## src/rtl/led_shift_sender.sv

```systemverilog
// led_shift_sender: parallel-to-serial transmitter for the LED shift-register
// display path. A frame is a one-cycle clr pulse followed by WIDTH bits sent
// MSB first, each lasting DIV clocks with a one-cycle strobe in its second clock.
// The frame ends with a one-cycle done pulse.
//   clk1   : system clock, rising edge
//   reset  : asynchronous active-low reset
//   load   : start request, honoured only in idle
//   data   : pattern captured when load is accepted
//   n      : serial data bit (registered)
//   strobe : receiver shift pulse (registered)
//   clr    : receiver clear pulse (registered)
//   busy   : frame in progress (registered)
//   done   : frame-complete pulse (registered)
module led_shift_sender #(
    parameter int unsigned WIDTH = 18,
    parameter int unsigned DIV   = 4
) (
    input  logic             clk1,
    input  logic             reset,
    input  logic             load,
    input  logic [WIDTH-1:0] data,
    output logic             n,
    output logic             strobe,
    output logic             clr,
    output logic             busy,
    output logic             done
);

    localparam int unsigned BW = $clog2(WIDTH + 1);

    typedef enum logic [1:0] {
        IDLE   = 2'd0,
        CLEAR  = 2'd1,
        SEND   = 2'd2,
        FINISH = 2'd3
    } state_t;

    state_t           state;
    logic [WIDTH-1:0] shreg;
    logic [BW-1:0]    bitcnt;
    logic [7:0]       phase;

    // Frame sequencer; strobe and done are single-cycle pulses cleared by default
    always_ff @(posedge clk1 or negedge reset) begin
        if (!reset) begin
            state  <= IDLE;
            shreg  <= '0;
            bitcnt <= '0;
            phase  <= '0;
            n      <= 1'b0;
            strobe <= 1'b0;
            clr    <= 1'b0;
            busy   <= 1'b0;
            done   <= 1'b0;
        end else begin
            strobe <= 1'b0;
            clr    <= 1'b0;
            done   <= 1'b0;
            case (state)
                IDLE: begin
                    busy <= 1'b0;
                    n    <= 1'b0;
                    if (load) begin
                        shreg  <= data;
                        bitcnt <= BW'(WIDTH);
                        clr    <= 1'b1;
                        busy   <= 1'b1;
                        state  <= CLEAR;
                    end
                end
                CLEAR: begin
                    phase <= '0;
                    n     <= shreg[WIDTH-1];
                    state <= SEND;
                end
                SEND: begin
                    if (phase == 8'(DIV - 1)) begin
                        shreg  <= {shreg[WIDTH-2:0], 1'b0};
                        bitcnt <= bitcnt - BW'(1);
                        phase  <= '0;
                        if (bitcnt == BW'(1)) begin
                            done  <= 1'b1;
                            busy  <= 1'b0;
                            n     <= 1'b0;
                            state <= FINISH;
                        end else begin
                            // next bit is the one about to become the MSB
                            n <= shreg[WIDTH-2];
                        end
                    end else begin
                        phase  <= phase + 8'd1;
                        // strobe lands in the second clock of each bit
                        strobe <= (phase == 8'd0);
                    end
                end
                FINISH: begin
                    busy  <= 1'b0;
                    n     <= 1'b0;
                    state <= IDLE;
                end
                default: state <= IDLE;
            endcase
        end
    end

endmodule

```

## config.mk

```make
export PLATFORM = sky130hd
export DESIGN_NAME = led_shift_sender
export DESIGN_NICKNAME = d
export VERILOG_FILES = /design/src/rtl/led_shift_sender.sv
export SDC_FILE = /design/constraint.sdc
export NUM_CORES = 1
export LEC_CHECK = 0
export BUFFER_PORTS_ARGS = -buffer_cell sky130_fd_sc_hd__buf_2
export CAP_MARGIN = 20
export CORE_MARGIN = 4
export CORE_UTILIZATION = 45
export DETAILED_ROUTE_END_ITERATION = 8
export PLACE_DENSITY_LB_ADDON = 0.05
export SETUP_SLACK_MARGIN = 0.1
export SLEW_MARGIN = 20
export SYNTH_ARGS = -nofsm -noshare
export SYNTH_HDL_FRONTEND = slang
export SYNTH_SLANG_ARGS = --single-unit
```

## constraint.sdc

```tcl
create_clock -name clk1 -period 2.3 [get_ports clk1]
set_clock_uncertainty 0.05 [all_clocks]
set_input_delay 0.46 -clock clk1 [delete_from_list [all_inputs] [get_ports clk1]]
set_output_delay 0.46 -clock clk1 [all_outputs]
set_load 0.02 [all_outputs]
```

Yosys cells after proc, flatten, opt, wreduce, memory -nomap -nowiden
Cells that the tools add are included.

word-level totals
  register bits after elaboration = 38
  bits of input ports = 21
  output and inout port bits = 5
  word-level logic and storage cells = 53

operators by class
  $add $sub $neg = 2
  multiplexer cells = 25
  reduce and logical (&&, ||, !) cells = 9
  equal/unequal tests = 8

operator list
  cell                   count
  $mux W18               2
  $pmux W18 S2           1
  $pmux W8 S2            1
  $mux W1                11
  $mux W5                2
  $pmux W5 S2            1
  $reduce_and A3 Y1      3
  $add A8 B1 Y8 const B  1
  $eq A8 B2 Y1 const B   1
  $logic_not A8 Y1       1
  $mux W8                1
  $pmux W2 S4            1
  $mux W2                3
  $ne A2 B2 Y1 const B   3
  $pmux W1 S3            2
  $eq A5 B1 Y1 const B   1
  $sub A5 B1 Y5 const B  1
  $eq A2 B2 Y1 const B   2
  $reduce_bool A2 Y1     2
  $reduce_bool A3 Y1     1
  $eq A2 B1 Y1 const B   1
  $logic_not A2 Y1       1
  $reduce_or A2 Y1       1

Depth between registers and ports, before layout
Gate-level depths: netlist of the first run.

  depth after elaboration = 4
  gate-level depth with buffers = 7
  gate-level depth less buffers = 6

Least setup slack after synthesis of the first run
Ideal clock, no wire load.

  path kind = reg2reg
  start = register state[0]
  end = register shreg[10]
  required time = 2,126 ps
  slack = 568 ps
  arrival = 1,558 ps
  path buffers = 1
  clock period less this slack = 1,732 ps
  cell stages (with the launch flop) = 7
  setup time = 124 ps
  cells stage by stage = dfrtp_1 -> inv_1 -> ha_1 -> and3b_1 -> a41oi_2 -> buf_2 -> a21oi_1

on the way
  word-level cells in the longest chain between the ends = 3
  elaborated cells between the ends (all ways) = 7
  those cells by class = eq/ne (3); mux (1); reduce/logical (3)

ends and longest elaborated chain
  item                                                          RTL line  text
  start, declared                                               38        state_t state;
  start signal, assigned                                        46        state <= IDLE;
  start signal, assigned                                        68        state <= CLEAR;
  start signal, assigned                                        74        state <= SEND;
  $eq A2 B2 Y1 or $logic_not A2 Y1 (tied branches)              59        case (state)
  $ne A2 B2 Y1 (no line) or $reduce_bool A2 Y1 (tied branches)  -
  $reduce_and A3 Y1 (no line)                                   -
  end signal, assigned                                          64        shreg <= data;
  end signal, assigned                                          78        shreg <= {shreg[WIDTH-2:0], 1'b0};
  end, declared                                                 39        logic [WIDTH-1:0] shreg;

Several ways; a longest one is shown, not always the timed one.
A chain may end at the register's enable or synchronous reset.

Worst setup path after layout of the first run
  start = register phase[0]
  end = register phase[7]

on the way
  word-level cells in the longest chain between the ends = 3
  elaborated cells between the ends (all ways) = 4
  those cells by class = add/sub (1); eq/ne (1); mux (2)

ends and longest elaborated chain
  item                                           RTL line  text
  start, declared                                41        logic [7:0] phase;
  start signal, assigned                         91        phase <= phase + 8'd1;
  $add A8 B1 Y8 or $eq A8 B2 Y1 (tied branches)  91, 77
  $mux W8 *                                      77        if (phase == 8'(DIV - 1)) begin
  $pmux W8 S2 *                                  59

Mark *: on every way between the ends. The rest lies on a longest branch, timed or not.

==> key figures, run 1 <==
Cells and area
  – Fillers: 349
  – # nets final: 253
  – Post-route cell area: 2198 sq um
  – N_diodes: 0
  – Finished Core Util: 54.18%
  – Area Overhead vs Synth: 14.31%
  – Layout cells sized above 1: 19.28%

Worst setup path
  – Crit-path max cell delay: 0.50 ns
  – Worst Path Max Fanout: 5
  – FF-to-FF setup slack: 0.39 ns
  – CP delay by family, top: simple AND/OR/NAND/NOR gates
  – CP cell instances: ha_1, or3b_2, o211ai_1, nor3b_1, a21o_1
  – Crit. End Element: flip-flop
  – CP Data Arrival Time: 2.03 ns
  – Startpoint Class: flip-flop
  – Slowest-stage cell, CP: or3b_2
  – Critical setup path kind: flip-flop to flip-flop
  – Worst path bufs/invs: 0
  – Worst Path Required: 2.43 ns

Detailed routing
  – Initial DRT Pass Iterations: 4
  – Vias: 1474
  – Vias per cell: 5.399
  – Final wirelength: 3.941 mm
  – Drt first-iter violations: 118
  – DRC viols: 0
  – Drt wl/cell: 14.44 um
  – Detail Route Antenna Nets: 0

Pwr
  – Combinational Power Share: 38.4%
  – Leakage: 1.089 nW
  – Clock Power Share: 19.2%
  – P_int: 1.516 mW
  – Sequential power share: 42.4%
  – Design Power: 2.472 mW
  – PD cells: 1124 nW/um^2
  – Sw frac: 38.66%
  – P_sw: 955.8 uW
  – Peak supply drop: 0.0005451 V

Clock tree
  – Clock transition at the registers of the reported paths: 0.07 ns
  – Max clock buf depth: 2
  – CTS tree: built
  – H-Tree Depth: 2
  – Hold_buf cts: 0
  – Clk Latency, worst-skew pair: 0.28 ns
  – Post-CTS sizing: 0
  – Total CTS buffers: 5
  – TritonCTS Sinks: 38
  – Clock Tree Root: clkbuf_8
  – Buffers inserted by post-CTS timing repair: 0

Yosys
  – Cell variety after synth: 40
  – Post-synth EDFFs: 0
  – Post-synthesis sequential area ratio: 49.45%
  – Avg Cell Area, Syn: 9.964 sq um
  – Synth Register Bits: 38
  – Post-Synthesis Cells: 193
  – Cell area after synthesis: 1923 sq um
  – Post-Syn Nets: 224
  – Async set-reset flop share out of synthesis: 100.0%
  – Top FF cell, synth: dfrtp_1
  – Yosys warnings: 0

Job
  – Max_cap viols: 0

Placed design
  – Placer Congestion: 0.7872
  – Buffers on Ports: 25
  – Detailed Place HPWL: 2.782 mm
  – Placement Cell Area: 2107 sq um

STA
  – # setup viols final: 0
  – Setup tns final: 0 ns
  – Least-Margin Pin Slew: 0.8104 ns
  – Worst rel slew slack: 45.98%
  – Tcrit/Tclk final: 82.90%
  – Fin Hold WS: 0.2125 ns
  – Min cycle time layout: 1.907 ns
  – Fmax: 524.4 MHz
  – Hold Vio Cnt, Final: 0
  – Pins Over Slew Limit: 0
  – Unrepaired setup endpoints after global routing: no

Global routing
  – Number of global-route vias before repair: 1468
  – Largest net degree at the start of global routing: 39
  – Initial antenna violation count: 0
  – Tot GR Track Use: 15.85%
  – Global-route wire length before repair: 6.699 mm
  – Remaining Overflow, GRT: 0

Die
  – Die extent in x: 73.37 um
  – Initial core utilization: 47.39%
  – Placeable Area: 4058 sq um
  – Die area: 5383 sq um
  – # IOs: 26
  – # rows: 23
  – Die Y: 73.37 um

Worst hold path
  – Hold crit path type: input pin to asynchronous set/reset pin

Outcome
  – Status: finished clean
cells in the mapped netlist (all sizes together) (3+ instances only):
| cell | number | area [sq um] |
|---|---|---|
| inv | 26 | 97.59 |
| nor3 | 3 | 15.01 |
| dfrtp | 38 | 950.9 |
| nor2 | 6 | 22.52 |
| ha | 10 | 125.1 |
| o22ai | 19 | 118.9 |
| nor4b | 3 | 32.53 |
| nand3 | 6 | 30.03 |
| nand2 | 9 | 33.78 |
| buf | 3 | 15.01 |
| mux2i | 4 | 40.04 |
| clkbuf | 3 | 11.26 |
| o21ai | 10 | 61.31 |
| or3 | 3 | 18.77 |
| a21oi | 24 | 120.1 |
cell families (layout without fill, tap and decap cells):
family	Yosys count	after routing	share of synthesized area, %
AOI/OAI and AO/OA	61	61	19.45
xor gates and xnor gates	2	2	0.9110
and+or+nand+nor	46	46	15.16
DFF	38	38	49.45
buffers and inverters	32	62	6.441
adders and majority gates	10	10	6.506
muxes	4	4	2.082
cell usage in the layout (no fill, tap or decap), drive strengths merged:
cell     netlist  layout
or3b           1       1
nor2           6       6
nand2b         1       1
or3            3       3
a21oi         24      24
a41oi          1       1
ha            10      10
dfrtp         38      38
o211ai         1       1
clkbuf         3       7
nor4           2       2
or4            1       1
a21o           2       2
o32a           1       1
nor3           3       3
a22o           1       1
o21a           1       1
and3           2       2
nor2b          2       2
mux2i          4       4
inv           26      26
nor3b          2       2
buf            3      28
nand2          9       9
nand3          6       6
and2           2       2
o21ai         10      10
o2bb2ai        1       1
clkinv         0       1
o22ai         19      19
and3b          1       1
xnor2          1       1
nand4          2       2
nor4b          3       3
xor2           1       1
registers in the layout, indices dropped and copies added (netlist names):
name    count
shreg      18
phase       8
bitcnt      5
state       2
busy        1
clr         1
done        1
n           1
strobe      1
through the flow:
step                      std cells  setup WS, ns
after floorplan                 193        0.5684
after global placement          265        0.4262
after detailed placement        265        0.4085
after CTS                       273        0.3909
after global routing            273        0.2509
final                           273        0.3932
cell type report:
cell class / instances / area (sq um) / share of cell area [%]
Clock inverter: 1 / 5.005 / 0.2277
Inverter: 26 / 97.59 / 4.439
Sequential cell: 38 / 950.9 / 43.26
Tap cell: 50 / 62.56 / 2.846
Clock buffer: 7 / 86.33 / 3.927
Timing Repair Buffer: 28 / 147.6 / 6.716
Multi-Input combinational cell: 123 / 848.3 / 38.59
worst register-to-register path, stage by stage, from the launching register on:
cell	delay (ns)
dfrtp_1	0.41
ha_1	0.22
or3b_2	0.50
o211ai_1	0.36
nor3b_1	0.09
a21o_1	0.16
power by group through the flow:
stage | Clock (mW) | Combinational, mW | Sequential, mW
2_1_floorplan | 0 | 0.686 | 1.06
3_3_place_gp | 0 | 0.921 | 1.05
3_5_place_dp | 0 | 0.948 | 1.05
4_1_cts | 0.488 | 0.955 | 1.05
5_1_grt | 0.521 | 1.07 | 1.08
6_report | 0.475 | 0.950 | 1.05
routing by layer:
metal	track usage [%]	part of all wire, %
met1	21.49	48
met2	24.93	47
met3	4.378	4.0
met4	4.427	0.56
met5	0	0
final timing paths:
| kind | start | endpoint | cells past startpoint |
|---|---|---|---|
| setup reg to reg | phase[0]$_DFFE_PN0P_ | phase[7]$_DFFE_PN0P_ | 5 |
| min in group clk1 | data[11] | shreg[11]$_DFFE_PN0P_ | 3 |
| setup / recovery | phase[0]$_DFFE_PN0P_ | phase[7]$_DFFE_PN0P_ | 5 |
| hold reg to reg | bitcnt[4]$_DFFE_PN0P_ | bitcnt[4]$_DFFE_PN0P_ | 1 |
| hold / removal | reset | done$_DFF_PN0_ | 1 |
| max in group asynchronous | reset | strobe$_DFF_PN0_ | 1 |
No activity file was read; power rests on OpenSTA's default activity.
==> run 2: changes to the inputs <==
==> constraint.sdc (replaced) <==
create_clock -name clk1 -period 1.7 [get_ports clk1]
set_clock_uncertainty 0.05 [all_clocks]
set_input_delay 0.34 -clock clk1 [delete_from_list [all_inputs] [get_ports clk1]]
set_output_delay 0.34 -clock clk1 [all_outputs]
set_load 0.02 [all_outputs]
==> key figures, run 2 (same netlist as run 1, synthesis figures left out) <==
Worst setup path
  – Worst Path Max Fanout: 4
  – Crit. End Element: flip-flop
  – R2R Path Start: phase[1]$_DFFE_PN0P_
  – Critical setup path kind: flip-flop to flip-flop
  – CP startpoint: phase[1]$_DFFE_PN0P_
  – CP Data Arrival Time: 1.90 ns
  – Worst Path Required: 1.86 ns
  – Startpoint Class: flip-flop

Outcome
  – Status: complete, but fails checks
  – Failing checks: setup timing

Placed design
  – Placer Congestion: 0.8247
  – Buffers on Ports: 25
  – Inst Count DP: 283
  – Worst slack, placed: 0.0008595 ns
  – Detailed Place HPWL: 3.096 mm
  – Placement Cell Area: 2293 sq um

Die
  – Die area: 5383 sq um
  – Die extent in x: 73.37 um
  – # rows: 23
  – Die Y: 73.37 um
  – Placeable Area: 4058 sq um
  – Initial core utilization: 47.39%
  – # IOs: 26

Cells and area
  – Layout cells sized above 1: 44.96%
  – # nets final: 288
  – Commonest non-fill, non-tap cells in the layout: 36 x dfrtp_1, 27 x buf_4, 25 x buf_2
  – Biggest regs: shreg x18, phase x8, bitcnt x5
  – Post-route cell area: 2780 sq um
  – Fin cells: 308
  – Largest register by flop count: shreg
  – N_diodes: 0
  – Area Overhead vs Synth: 44.57%
  – Max reg flops: 18
  – Commonest non-fill, non-tap cell in the layout: dfrtp_1

Detailed routing
  – Final wirelength: 4.905 mm
  – Drt first-iter violations: 105
  – DRC viols: 0
  – Detail Route Antenna Nets: 0
  – Vias: 1672
  – Drt wl/cell: 15.93 um
  – Initial DRT Pass Iterations: 4
  – Vias per cell: 5.429

Global routing
  – Global-route wire length before repair: 7.072 mm
  – Remaining Overflow, GRT: 0
  – Tot GR Track Use: 17.34%
  – Number of global-route vias before repair: 1579
  – Initial antenna violation count: 0
  – Largest net degree at the start of global routing: 23

STA
  – Setup tns final: -0.09978 ns
  – Least-Margin Pin Slew: 0.3224 ns
  – Min cycle time layout: 1.738 ns
  – Fin Hold WS: 0.2872 ns
  – Final WS setup: -0.03825 ns
  – Unrepaired setup endpoints after global routing: yes
  – Fmax: 575.3 MHz
  – Worst rel slew slack: 78.41%
  – # setup viols final: 6
  – Pins Over Slew Limit: 0
  – Hold Vio Cnt, Final: 0
  – Tcrit/Tclk final: 102.3%

Pwr
  – P_int: 2.672 mW
  – Clock Power Share: 17.5%
  – Combinational Power Share: 49.1%
  – Peak supply drop: 0.001087 V
  – Leakage: 1.326 nW
  – P_sw: 1.627 mW
  – Sw frac: 37.85%
  – Sequential power share: 33.4%
  – PD cells: 1546 nW/um^2

Worst hold path
  – Hold crit path type: input pin to flip-flop
  – Hold Startpoint: data[0]

Clock tree
  – Total CTS buffers: 5
  – H-Tree Depth: 2
  – CTS tree: built
  – Clock Tree Root: clkbuf_8
  – Clock transition at the registers of the reported paths: 0.08 ns
  – Max clock buf depth: 2
  – TritonCTS Sinks: 38
  – Clk Latency, worst-skew pair: 0.29 ns

Job
  – Max_cap viols: 0
-- run 2: changes by cell type in the layout (fill, tap and decap cells not counted), moves of 3 or more --
cell / delta
a21oi_1: -16
buf_6: +6
o21ai_0: -5
buf_4: +24
o22ai_2: +5
ha_1: -3
o21ai_1: +3
o22ai_1: -5
a21oi_2: +15
-- run 2: worst paths after layout --
path,cells past startpoint,slack (ns),end
worst max-delay path,5,-0.04,bitcnt[3]$_DFFE_PN0P_
worst min-delay path,3,0.29,shreg[0]$_DFFE_PN0P_
worst max register to register,5,-0.04,bitcnt[3]$_DFFE_PN0P_
worst min register to register,1,0.47,shreg[0]$_DFFE_PN0P_
max in group asynchronous,3,0.84,phase[2]$_DFFE_PN0P_
min in group asynchronous,3,0.49,phase[0]$_DFFE_PN0P_
-- run 2: through the flow --
stage,power [mW],util (%)
final,4.298,68.52
after global routing,4.603,68.52
after CTS,3.732,61.42
after detailed placement,2.901,56.52
after global placement,2.818,56.52
after floorplan,2.425,-
-- run 2: power groups by stage --
stage	clock network [mW]	registers, mW	logic [mW]
after floorplan	0	1.44	0.989
after global placement	0	1.40	1.42
after detailed placement	0	1.42	1.48
after CTS	0.777	1.41	1.55
after global routing	0.819	1.47	2.32
final	0.753	1.43	2.11
-- run 2: routing by layer --
layer	track usage, %	up-vias	part of all wire, %
met2	29.79	45	52
met3	4.651	9	5.1
met5	0	-	0
met4	6.439	0	2.4
met1	20.72	808	41
li1	-	810	-
-- run 2: worst max-delay path, cell delays in order (launching register included) --
cell and delay (ns):
dfrtp_1 0.38, ha_2 0.21, nor3b_4 0.31, nand4_4 0.18
or3_1 0.35, a21oi_1 0.17
-- run 2: timing repair --
action,in CTS,in global routing
pin swaps,2,15
gates resized for setup,7,45
setup endpoints to repair,30,34
cloned,0,2
buffers inserted,4,11
endpoints found under the hold margin,38,0
hold buffers,1,0
-- run 2: final cells by class --
type / instances / area, sq um
fillers: 306 / 1277
well taps: 50 / 62.56
inverters: 26 / 100.1
repair buffers: 63 / 485.5
flip-flops and latches: 38 / 953.4
clock inverters: 3 / 40.04
clock buffers: 5 / 68.82
multi-input cells: 123 / 1070
==> run 3: changes to the inputs <==
--- a/config.mk
+++ b/config.mk
@@ -10,6 +10,7 @@
 export CORE_MARGIN = 4
 export CORE_UTILIZATION = 45
 export DETAILED_ROUTE_END_ITERATION = 8
+export GPL_TIMING_DRIVEN = 0
 export PLACE_DENSITY_LB_ADDON = 0.05
 export SETUP_SLACK_MARGIN = 0.1
 export SLEW_MARGIN = 20
==> key figures, run 3 (same netlist as run 1, synthesis figures left out) <==
Outcome
  – Status: complete, but fails checks
  – Failing checks: setup timing

Global routing
  – Remaining Overflow, GRT: 0
  – Initial antenna violation count: 0
  – Number of global-route vias before repair: 1756
  – Global-route wire length before repair: 8.038 mm
  – Largest net degree at the start of global routing: 39
  – Tot GR Track Use: 19.18%

Die
  – Placeable Area: 4058 sq um
  – Die area: 5383 sq um
  – Initial core utilization: 47.39%
  – # IOs: 26
  – Die Y: 73.37 um
  – Die extent in x: 73.37 um
  – # rows: 23

Worst setup path
  – Slowest-stage cell, CP: dfrtp_1
  – Critical path depth: 8
  – CP Data Arrival Time: 1.89 ns
  – R2R Path Start: phase[1]$_DFFE_PN0P_
  – R2R Path End: shreg[7]$_DFFE_PN0P_
  – CP delay by family, top: buffers and inverters
  – Crit. End Element: flip-flop
  – Crit-path max cell delay: 0.37 ns
  – Critical path's most frequent cell: buf_4
  – Worst Path Required: 1.84 ns
  – CP cell instances: ha_2, nor3b_4, buf_4, nand4_4, buf_4, buf_6, o22ai_4, a21oi_2
  – Worst path bufs/invs: 3
  – FF-to-FF setup slack: -0.05 ns
  – R2R cell count: 8
  – Startpoint Class: flip-flop
  – Worst Path Max Fanout: 6
  – Critical setup path kind: flip-flop to flip-flop

Cells and area
  – # nets final: 289
  – Layout cells sized above 1: 52.90%
  – Max reg flops: 18
  – Sequential Area: 954.7 sq um
  – Finished Core Util: 73.94%
  – Post-route cell area: 3000 sq um
  – Multi-input logic area: 1280 sq um
  – Fillers: 266
  – Commonest non-fill, non-tap cells in the layout: 35 x dfrtp_1, 25 x buf_2, 24 x buf_4
  – Area Overhead vs Synth: 56.02%
  – Commonest non-fill, non-tap cell in the layout: dfrtp_1
  – Largest register by flop count: shreg
  – Fin cells: 309
  – N_diodes: 0
  – Biggest regs: shreg x18, phase x8, bitcnt x5

Clock tree
  – Clock Tree Root: clkbuf_8
  – Hold_buf cts: 0
  – Clock transition at the registers of the reported paths: 0.08 ns
  – Max clock buf depth: 2
  – TritonCTS Sinks: 38
  – Total CTS buffers: 5
  – H-Tree Depth: 2
  – Clk Latency, worst-skew pair: 0.29 ns
  – CTS tree: built

Detailed routing
  – Drt first-iter violations: 80
  – DRC viols: 0
  – Vias: 1687
  – Initial DRT Pass Iterations: 4
  – Detail Route Antenna Nets: 0
  – Final wirelength: 5.229 mm
  – Drt wl/cell: 16.92 um
  – Vias per cell: 5.460

Pwr
  – Leakage: 1.337 nW
  – PD cells: 1524 nW/um^2
  – Peak supply drop: 0.0008353 V

Placed design
  – Buffers on Ports: 25
  – Placement Cell Area: 2160 sq um
  – Worst slack, placed: -0.2194 ns
  – Detailed Place HPWL: 2.937 mm
  – Placer Congestion: 0.7950
  – Inst Count DP: 268

STA
  – Fmax: 570.2 MHz
  – Tcrit/Tclk final: 103.2%
  – Hold Vio Cnt, Final: 0
  – Fin Hold WS: 0.1019 ns
  – Least-Margin Pin Slew: 0.8525 ns
  – Unrepaired setup endpoints after global routing: yes
  – # setup viols final: 10
  – Worst rel slew slack: 43.17%
  – Pins Over Slew Limit: 0
  – Min cycle time layout: 1.754 ns
  – Final WS setup: -0.05390 ns

Job
  – Max_cap viols: 0

Worst hold path
  – Hold crit path type: input pin to asynchronous set/reset pin
## run 3: changes by cell type in the layout (fill, tap and decap cells not counted), sizes merged
| cell | change |
|---|---|
| clkbuf | +2 |
| bufinv | -1 |
| clkinvlp | +1 |
| buf | +1 |
| dlygate4sd3 | -1 |
| clkinv | -1 |
## run 3: worst max-delay path by stage
stage                              start               endpoint  slack [ns]
floorplan           phase[2]$_DFFE_PN0P_   phase[7]$_DFFE_PN0P_        0.06
global placement    phase[1]$_DFFE_PN0P_   phase[7]$_DFFE_PN0P_       -0.12
detailed placement  state[1]$_DFFE_PN0P_   shreg[8]$_DFFE_PN0P_       -0.22
CTS                 phase[5]$_DFFE_PN0P_   phase[3]$_DFFE_PN0P_       -0.03
global route        phase[2]$_DFFE_PN0P_  bitcnt[4]$_DFFE_PN0P_       -0.14
finish              phase[1]$_DFFE_PN0P_   shreg[7]$_DFFE_PN0P_       -0.05
## run 3: through the flow
step | setup TNS [ns] | power [mW]
5_1_grt | -1.778 | 4.860
4_1_cts | -0.05012 | 4.225
3_3_place_gp | -2.104 | 2.732
6_report | -0.3629 | 4.573
3_5_place_dp | -3.368 | 2.808
2_1_floorplan | 0 | 2.425
## run 3: worst reg2reg max path, stage by stage (launching register included)
cell and delay (ns):
dfrtp_1 0.37, ha_2 0.22, nor3b_4 0.21, buf_4 0.15
nand4_4 0.15, buf_4 0.20, buf_6 0.14, o22ai_4 0.10
a21oi_2 0.05
## run 3: metal layers
layer	vias up	wire length (um)	share of wire, %	global-route usage [%]
li1	814	-	-	-
met1	838	2145	41	23.18
met2	29	2838	54	34.26
met3	6	187	3.6	4.514
met4	0	57	1.1	4.829
met5	-	0	0	0
## run 3: repair_timing
action                                  4_1_cts  5_1_grt
pin swaps                                    39        8
endpoints found under the setup margin       34       34
setup buffers                                21       11
gates resized for setup                      74       27
gates cloned                                  1        1
## run 3: power breakdown
part	switching [mW]	internal (mW)	total [mW]
logic	1.24	1.18	2.42
clock network	0.322	0.326	0.648
registers	0.287	1.22	1.50
## run 3: layout make-up
cell class | instances | share of cell area [%]
multi-input cells | 123 | 42.66
flip-flops and latches | 38 | 31.82
repair buffers | 58 | 14.10
inverters | 26 | 3.336
plain buffers | 6 | 2.836
clock buffers | 6 | 2.752
well taps | 50 | 2.085
clock inverters | 2 | 0.4170
